`src/rtl/ctrl_pipe_stage.sv`:
```
// Control-bundle pipeline register between RV32I stages: DEPTH entries with
// valid bits, stall/flush handling, occupancy and a saturating flush counter.
module ctrl_pipe_stage #(
    parameter int unsigned            WIDTH        = 20,
    parameter int unsigned            DEPTH        = 1,
    parameter logic [WIDTH-1:0]       BUBBLE_VALUE = '0,
    parameter int unsigned            CNT_W        = 16,
    localparam int unsigned           OCC_W        = $clog2(DEPTH + 1)
) (
    input  logic             Clk,
    input  logic             Clear,
    input  logic             Stall,
    input  logic             Flush,
    input  logic             valid_in,
    input  logic [WIDTH-1:0] ctrl_in,
    output logic             valid_out,
    output logic [WIDTH-1:0] ctrl_out,
    output logic [OCC_W-1:0] occupancy,
    output logic [CNT_W-1:0] flush_count
);

    logic [DEPTH-1:0] valid_q;
    logic [DEPTH-1:0] valid_d;
    logic [WIDTH-1:0] ctrl_q [DEPTH];
    logic [WIDTH-1:0] ctrl_d [DEPTH];
    logic [OCC_W-1:0] occ_q;
    logic [OCC_W-1:0] occ_d;
    logic [CNT_W-1:0] flush_cnt_q;
    logic [CNT_W-1:0] flush_cnt_d;

    // Next-state: flush beats stall beats advance; Clear is applied in the register.
    always_comb begin
        valid_d     = valid_q;
        ctrl_d      = ctrl_q;
        flush_cnt_d = flush_cnt_q;
        occ_d       = '0;

        if (Flush) begin
            valid_d = '0;
            for (int i = 0; i < DEPTH; i++) begin
                ctrl_d[i] = BUBBLE_VALUE;
            end
            if ((|valid_q) && !(&flush_cnt_q)) begin
                flush_cnt_d = flush_cnt_q + CNT_W'(1);
            end
        end else if (!Stall) begin
            for (int i = DEPTH - 1; i > 0; i--) begin
                valid_d[i] = valid_q[i-1];
                ctrl_d[i]  = ctrl_q[i-1];
            end
            valid_d[0] = valid_in;
            ctrl_d[0]  = valid_in ? ctrl_in : BUBBLE_VALUE;
        end

        for (int i = 0; i < DEPTH; i++) begin
            occ_d = occ_d + OCC_W'(valid_d[i]);
        end
    end

    // State registers with synchronous clear.
    always_ff @(posedge Clk) begin
        if (Clear) begin
            valid_q     <= '0;
            occ_q       <= '0;
            flush_cnt_q <= '0;
            for (int i = 0; i < DEPTH; i++) begin
                ctrl_q[i] <= BUBBLE_VALUE;
            end
        end else begin
            valid_q     <= valid_d;
            occ_q       <= occ_d;
            flush_cnt_q <= flush_cnt_d;
            for (int i = 0; i < DEPTH; i++) begin
                ctrl_q[i] <= ctrl_d[i];
            end
        end
    end

    assign valid_out   = valid_q[DEPTH-1];
    assign ctrl_out    = ctrl_q[DEPTH-1];
    assign occupancy   = occ_q;
    assign flush_count = flush_cnt_q;

endmodule

```
`config.mk`:
```
export PLATFORM = sky130hd
export DESIGN_NAME = ctrl_pipe_stage
export DESIGN_NICKNAME = d
export VERILOG_FILES = /design/src/rtl/ctrl_pipe_stage.sv
export SDC_FILE = /design/constraint.sdc
export NUM_CORES = 1
export LEC_CHECK = 0
export ABC_AREA = 0
export BUFFER_PORTS_ARGS = -buffer_cell sky130_fd_sc_hd__buf_2
export CORE_MARGIN = 1.5
export CORE_UTILIZATION = 47
export DETAILED_ROUTE_END_ITERATION = 10
export PLACE_DENSITY_LB_ADDON = 0.2
export SETUP_SLACK_MARGIN = 0.15
export SKIP_CTS_REPAIR_TIMING = 1
export SYNTH_ARGS = -nofsm -noshare
export SYNTH_HDL_FRONTEND = slang
export SYNTH_SLANG_ARGS = --single-unit
export TNS_END_PERCENT = 1
```
`constraint.sdc`:
```
create_clock -name Clk -period 1.95 [get_ports Clk]
set_input_delay 0.39 -clock Clk [delete_from_list [all_inputs] [get_ports Clk]]
set_output_delay 0.39 -clock Clk [all_outputs]
set_load 0.05 [all_outputs]
```
Word level (Yosys, flattened, before mapping) --
Cells that the tools add are included. Widths: inputs -> output; s select.
Storage, ports and cells: register bits after elaboration 37, input bits 25, output and inout port bits 38, logic and storage cells 10
Cells by class: $add $sub $neg 1, muxes and demuxes 1, reduce and logical (&&, ||, !) cells 5
Operators by type and width (count):
- $mux 20 | 1
- $add 16x1->16 const B | 1
- $reduce_and 16->1 | 1
- $reduce_and 2->1 | 1
- $reduce_or 2->1 | 1
- $logic_and 1x1->1 | 1
- $logic_not 1->1 | 1

Longest topological paths before layout --
Gate-level depths: netlist of the first run.
depth in word-level cells 4, mapped depth 6, gate-level depth less buffers 5

Worst setup path after synthesis of the first run --
OpenSTA, ideal clock, no wires.
kind register -> register, from reg flush_cnt_q[0], in the netlist flush_count[0], to reg flush_cnt_q[3], in the netlist flush_count[3], setup time 0.115 ns, arrival 2.014 ns, required time 1.835 ns, path slack -0.179 ns, cell stages (with the launch flop) 7, buffers on the path 1, clock period less this slack 2.129 ns, path through dfxtp_1 > ha_1 > nand4_2 > nor4_4 > buf_6 > nor4_1 > o21ba_1
Between the ends: longest elaborated chain between the ends 4, elaborated cells on any way between the ends 5, those cells by class 1 x add/sub; 4 x reduce/logical
Ends and longest elaborated chain:
- start, declared | line 28 | logic [CNT_W-1:0] flush_cnt_q;
- start signal, assigned | line 72 | flush_cnt_q <= flush_cnt_d;
- parallel branches: the longest is 4 deep, another holds $add 16x1->16
Several ways; the timed one is not identified. A chain may end at the register's enable or synchronous reset.

Final worst setup path of the first run --
from reg flush_cnt_q[0], in the netlist flush_count[0], to reg flush_cnt_q[10], in the netlist flush_count[10]
The elaborated chain is that of the path after synthesis.

==> results of run 1 <==
## state kept, by name (all words and copies together) (netlist names)
signal       count
ctrl_out        20
occupancy        1
flush_count     16
## where the power goes
part | switching (uW) | internal, uW
Combinational | 78.0 | 39.3
Clock | 258 | 176
Sequential | 5.95 | 765
## cell type report
cell class	count	area, um2	area share
clock inverters	2	13.8	0.00688
well taps	44	55.1	0.0275
flip-flops and latches	37	757	0.378
inverters	2	7.51	0.00375
clock buffers	6	51.3	0.0256
repair buffers	65	333	0.166
multi-input cells	124	783	0.391
## worst paths after layout
path / from / cells past startpoint / slack, ps / end
max: flush_count[0] / 5 / 290 / flush_count[10]
min: ctrl_in[18] / 3 / 260 / ctrl_out[18]
max reg2reg: flush_count[0] / 5 / 290 / flush_count[10]
min reg2reg: flush_count[15] / 2 / 470 / flush_count[15]
## cells in the final DEF, fill, tap and decap left out, types with 2 or more instances in the layout
| master | instances |
|---|---|
| dfxtp_1 | 24 |
| or3_2 | 3 |
| buf_4 | 3 |
| o31ai_1 | 5 |
| nor4_1 | 2 |
| buf_2 | 62 |
| and3_1 | 2 |
| or4_1 | 5 |
| nor3_1 | 2 |
| a21oi_1 | 13 |
| o21ai_1 | 6 |
| dfxtp_2 | 13 |
| or3_1 | 5 |
| nand4_1 | 4 |
| nand2_1 | 9 |
| clkbuf_4 | 5 |
| nand3_1 | 4 |
| a22oi_1 | 20 |
| nand4_2 | 2 |
| nand2b_1 | 2 |
| nor2_1 | 22 |
| inv_1 | 2 |
## stage by stage
step                      instances  utilization  total power, uW  area, um2
after floorplan                 173            -              866       1600
after global placement          272        0.616              904       1930
after detailed placement        272        0.616              905       1930
after CTS                       280        0.636             1330       1990
after global routing            280        0.640             1390       2000
final                           280        0.640             1320       2000
## worst register-to-register path, delay by kind of cell, from the launching register on
kind                     cells  cell delay (ps)
adder cells (fa/ha/maj)      1              180
AO/OA/AOI/OAI                1              140
AND/OR/NAND/NOR              3              880
flip-flops                   1              390
## cell usage after synthesis, drive strengths merged
| master | number |
|---|---|
| o21bai | 1 |
| or4 | 5 |
| nand3 | 5 |
| inv | 2 |
| ha | 1 |
| nor3b | 1 |
| or2 | 1 |
| nor3 | 2 |
| nor4 | 3 |
| and2 | 2 |
| o41ai | 1 |
| nand2b | 2 |
| a22oi | 20 |
| o31ai | 5 |
| o21ba | 1 |
| and4 | 2 |
| clkbuf | 6 |
| nor2 | 22 |
| or3 | 8 |
| a21oi | 13 |
| nor2b | 1 |
| dfxtp | 37 |
| buf | 3 |
| a211oi | 1 |
| mux2i | 1 |
| nand2 | 9 |
| nand4 | 6 |
| o21ai | 7 |
| o211ai | 1 |
| o31a | 1 |
| dlygate4sd1 | 1 |
| and3 | 2 |
## cell families after synthesis
family          synth area share
buf+inv                   0.0413
compound gates             0.214
fa+ha+maj                0.00794
mux                      0.00635
simple gates               0.260
flops                      0.470
## layer usage
layer,vias up,GRT usage,part of all wire
li1,770,-,-
met3,4,0.0746,0.058
met5,-,0,0
met1,715,0.261,0.44
met4,0,0.102,0.018
met2,41,0.320,0.48
==> flow_metrics.tcl, run 1 <==
set metrics [dict create \
    max_cap_viol_count 0 \
    antenna_cells 0 \
    htreeDepth 2 \
    path_clk_slew_ps 110 \
    critPathBufInv 0 \
    synth_area_um2 1580 \
    worstPathCellList "ha_4 > and4_1 > nand3_2 > or4_1 > a21oi_1" \
    finalSetupTns_ps 0 \
    worstMarginPinSlew_ps 389 \
    clk_path_buf_depth 2 \
    path_class "reg2reg" \
    numCtsBuffers 5 \
    max_stage_delay_ps 510 \
    critPathTopFamily "simple AND/OR/NAND/NOR gates" \
    drive_above_1_share 0.411 \
    powerDensity_nw_per_um2 661 \
    die_area_um2 3710 \
    clk_latency_ps 350 \
    fin_ws_ps 293 \
    fp-row-count 20 \
    required_ps 2240 \
    slowest_stage "or4_1" \
    p_leak_uw 0.000857 \
    end_kind "register" \
    avgViaCountPerCell 5.46 \
    grt_pass1_wl_mm 5.66 \
    io_buffer_count 62 \
    synth_cells 173 \
    cts.sinks 37 \
    yosys_warnings 0 \
    syn-num-nets 199 \
    yosysTopAreaCell "dfxtp_1" \
    dr.pass1.iters 4 \
    route.detailed.drc 0 \
    critical_path_peak_fanout 6 \
    dpl_worst_slack_ps 220 \
    wl_mm 3.58 \
    final_nets 261 \
    die_h_um 60.9 \
    ys_seq_area_frac 0.470 \
    dp_hpwl_mm 2.60 \
    rsz0062_at_grt "no" \
    core-area_um2 3130 \
    gr-total-overflow 0 \
    max_slew_margin 0.741 \
    finalHoldViolCount 0 \
    die_x_um 60.9 \
    vias 1530 \
    tritoncts "built" \
    fmax_mhz 604 \
    netlist_top_cells_area "dfxtp_1, a22oi_1, nor2_1" \
    ys_types 40 \
    wl_per_cell_um 12.8 \
    grt_pass1_vias 1278 \
    root_buffer "clkbuf_4" \
    hp-class "in2reg" \
    finalClockSkew_ps 12.4 \
    outcome "finished, final reports clean" \
    grt_max_degree 23 \
    ir_worst_vdd_v 0.000505 \
    antenna_found_initial 0 \
    ys_ff_latch 37 \
    holdWs_ps 259 \
    worstSetupStartpointType "register" \
    drtAntennaViolNets 0 \
    syn_avg_cell_area_um2 9.11 \
    slew_violations 0 \
    io_pins 63 \
    yosysTopAreaCellShare 0.470 \
    post-route-period-util 0.850 \
    dr.first_iter.drc_count 99 \
    area_growth_syn_to_layout_pct 26.9 \
    period_needed_ps 1660 \
    gp_congestion 0.849 \
    critical_path_arrival_ps 1950 \
    setup_viol 0 \
    grt_usage 0.209 \
    nFillCells 294 \
    initial_core_util 0.504 \
]
No activity file was read; power rests on OpenSTA's default activity.
==> inputs of run 2 (changes only) <==
Settings changed: ABC_AREA 0 to 1, CORE_UTILIZATION 47 to 49.
Clock period 1.95 ns to 1.7 ns, I/O delays scaled along.
==> run 2 against run 1 <==
Clock skew down 9.4 ps; worst hold slack worse by 14 ps; sequential share of layout area down 5.7 points; largest cell class unchanged; highest routed layer unchanged; die area up 11%.
==> flow_metrics.tcl, run 2 <==
set metrics [dict create \
    largest_register_ffs 20 \
    async_flop_share 0 \
    synth.cells.most_frequent "nand2_1, dfxtp_1, inv_1, nor2_1, a21oi_1" \
    dr.first_iter.drc_count 61 \
    end_kind "register" \
    netlist_top_cells_area "dfxtp_1, nand2_1, inv_1" \
    synth_most_common_cell "nand2_1" \
    clk_path_buf_depth 2 \
    seqPwrFrac 0.478 \
    outcome "finished, final reports clean" \
    root_buffer "clkbuf_8" \
    fmax_mhz 701 \
    synth_area_um2 1840 \
    vias 1829 \
    layout_commonest_cell "nand2_1" \
    gr-total-overflow 0 \
    rsz0062_at_grt "no" \
    hp-class "in2reg" \
    yosysTopAreaCellShare 0.404 \
    worstMarginPinSlew_ps 288 \
    finalSetupTns_ps 0 \
    post_dp_cell_area_um2 2230 \
    gp_congestion 0.897 \
    initial_core_util 0.505 \
    antenna_cells 0 \
    io_buffer_count 62 \
    wl_per_cell_um 10.3 \
    cts.sinks 37 \
    ys_ff_latch 37 \
    p_leak_uw 0.00118 \
    numCtsBuffers 5 \
    final_util 0.653 \
    drive_above_1_share 0.323 \
    ys_seq_area_frac 0.404 \
    powerDensity_nw_per_um2 780 \
    ir_worst_vdd_v 0.000649 \
    dp_hpwl_mm 2.87 \
    layout_common_cells "nand2_1, buf_2, inv_1" \
    route.detailed.drc 0 \
    antenna_found_initial 0 \
    syn_avg_cell_area_um2 6.63 \
    wl_mm 4.02 \
    finalHoldViolCount 0 \
    clk_latency_ps 290 \
    p_sw_frac 0.238 \
    p_sw_uw 440 \
    power.share.clock 0.430 \
    ys_types 21 \
    area_growth_syn_to_layout_pct 29.2 \
    nFillCells 369 \
    worstSetupStartpointType "register" \
    grt_pass1_wl_mm 6.79 \
    final_cell_area_um2 2370 \
    finalClockSkew_ps 3.03 \
    combPwrFrac 0.092 \
    avgViaCountPerCell 4.67 \
    die_x_um 64.2 \
    critical_path_peak_fanout 10 \
    max_slew_margin 0.807 \
    grt_pass1_vias 1639 \
    tritoncts "built" \
    required_ps 1880 \
    core-area_um2 3630 \
    yosys_warnings 0 \
    die_h_um 64.2 \
    grt_usage 0.206 \
    slew_violations 0 \
    synth_cells 277 \
    final_nets 369 \
    dr.pass1.iters 4 \
    power_uw 1850 \
    synth_flop_cell "dfxtp_1" \
    p_int_uw 1410 \
    fp-row-count 22 \
    syn-num-nets 303 \
    htreeDepth 2 \
    yosysTopAreaCell "dfxtp_1" \
    path_class "reg2reg" \
    die_area_um2 4120 \
    drtAntennaViolNets 0 \
    grt_max_degree 22 \
    critical_path_arrival_ps 1610 \
    setup_viol 0 \
    synth-edff-count 0 \
    max_cap_viol_count 0 \
    fin_ws_ps 274 \
    dpl_worst_slack_ps 170 \
    path_clk_slew_ps 70 \
    io_pins 63 \
    post-route-period-util 0.839 \
    period_needed_ps 1430 \
]
## run 2: cells by family (layout without fill, tap and decap cells)
| logic type | Yosys count | after routing | share of synthesized area |
|---|---|---|---|
| xor gates and xnor gates | 2 | 2 | 0.00955 |
| and+or+nand+nor | 166 | 166 | 0.406 |
| adders and majority gates | 1 | 1 | 0.00682 |
| DFF | 37 | 37 | 0.404 |
| buffers and inverters | 47 | 114 | 0.108 |
| AOI/OAI and AO/OA | 24 | 24 | 0.0654 |
## run 2: per-stage QoR
stage	std cells	hold WS, ps
finish	392	245
global route	392	240
CTS	391	231
detailed placement	383	451
global placement	383	439
floorplan	277	404
## run 2: path summary, 6_finish.rpt
kind                                        end  cells past startpoint            from  slack [ps]
worst max register to register  flush_count[12]                      9  flush_count[0]         270
worst min register to register      ctrl_out[6]                      2     ctrl_out[6]         460
worst max-delay path            flush_count[12]                      9  flush_count[0]         270
worst min-delay path             flush_count[9]                      2           Clear         250
## run 2: final cells by class
cell class,instances,area [um2],share of cell area
clock buffer,6,82.6,0.0348
tap,48,60.1,0.0253
multi-input combinational,193,913,0.385
sequential,37,762,0.321
inverter,36,135,0.0570
timing repair buffer,70,383,0.161
clock inverter,2,36.3,0.0153
## run 2: power by group through the flow
stage / combinational (uW) / sequential [uW] / clock [uW]
final: 171 / 885 / 795
after global routing: 186 / 887 / 847
after CTS: 171 / 884 / 814
after detailed placement: 171 / 905 / 0
after global placement: 170 / 904 / 0
after floorplan: 68.3 / 949 / 0
## run 2: worst max-delay path, stage by stage, from the launching register on
cell     delay, ps
dfxtp_4        380
ha_4           150
nand2_2         80
nor2_4         150
nand2_4         90
nor2_4         130
nor2_4          60
buf_12         140
a21oi_1        110
nor2_1          60
## run 2: layer usage
layer  share of wire  routed length, um  track usage  vias up
met3           0.062                248       0.0704        6
met4           0.015                 59       0.0638        0
met1            0.45               1810        0.239      790
met2            0.47               1910        0.355       56
li1                -                  -            -      977
met5               0                  0            0        -
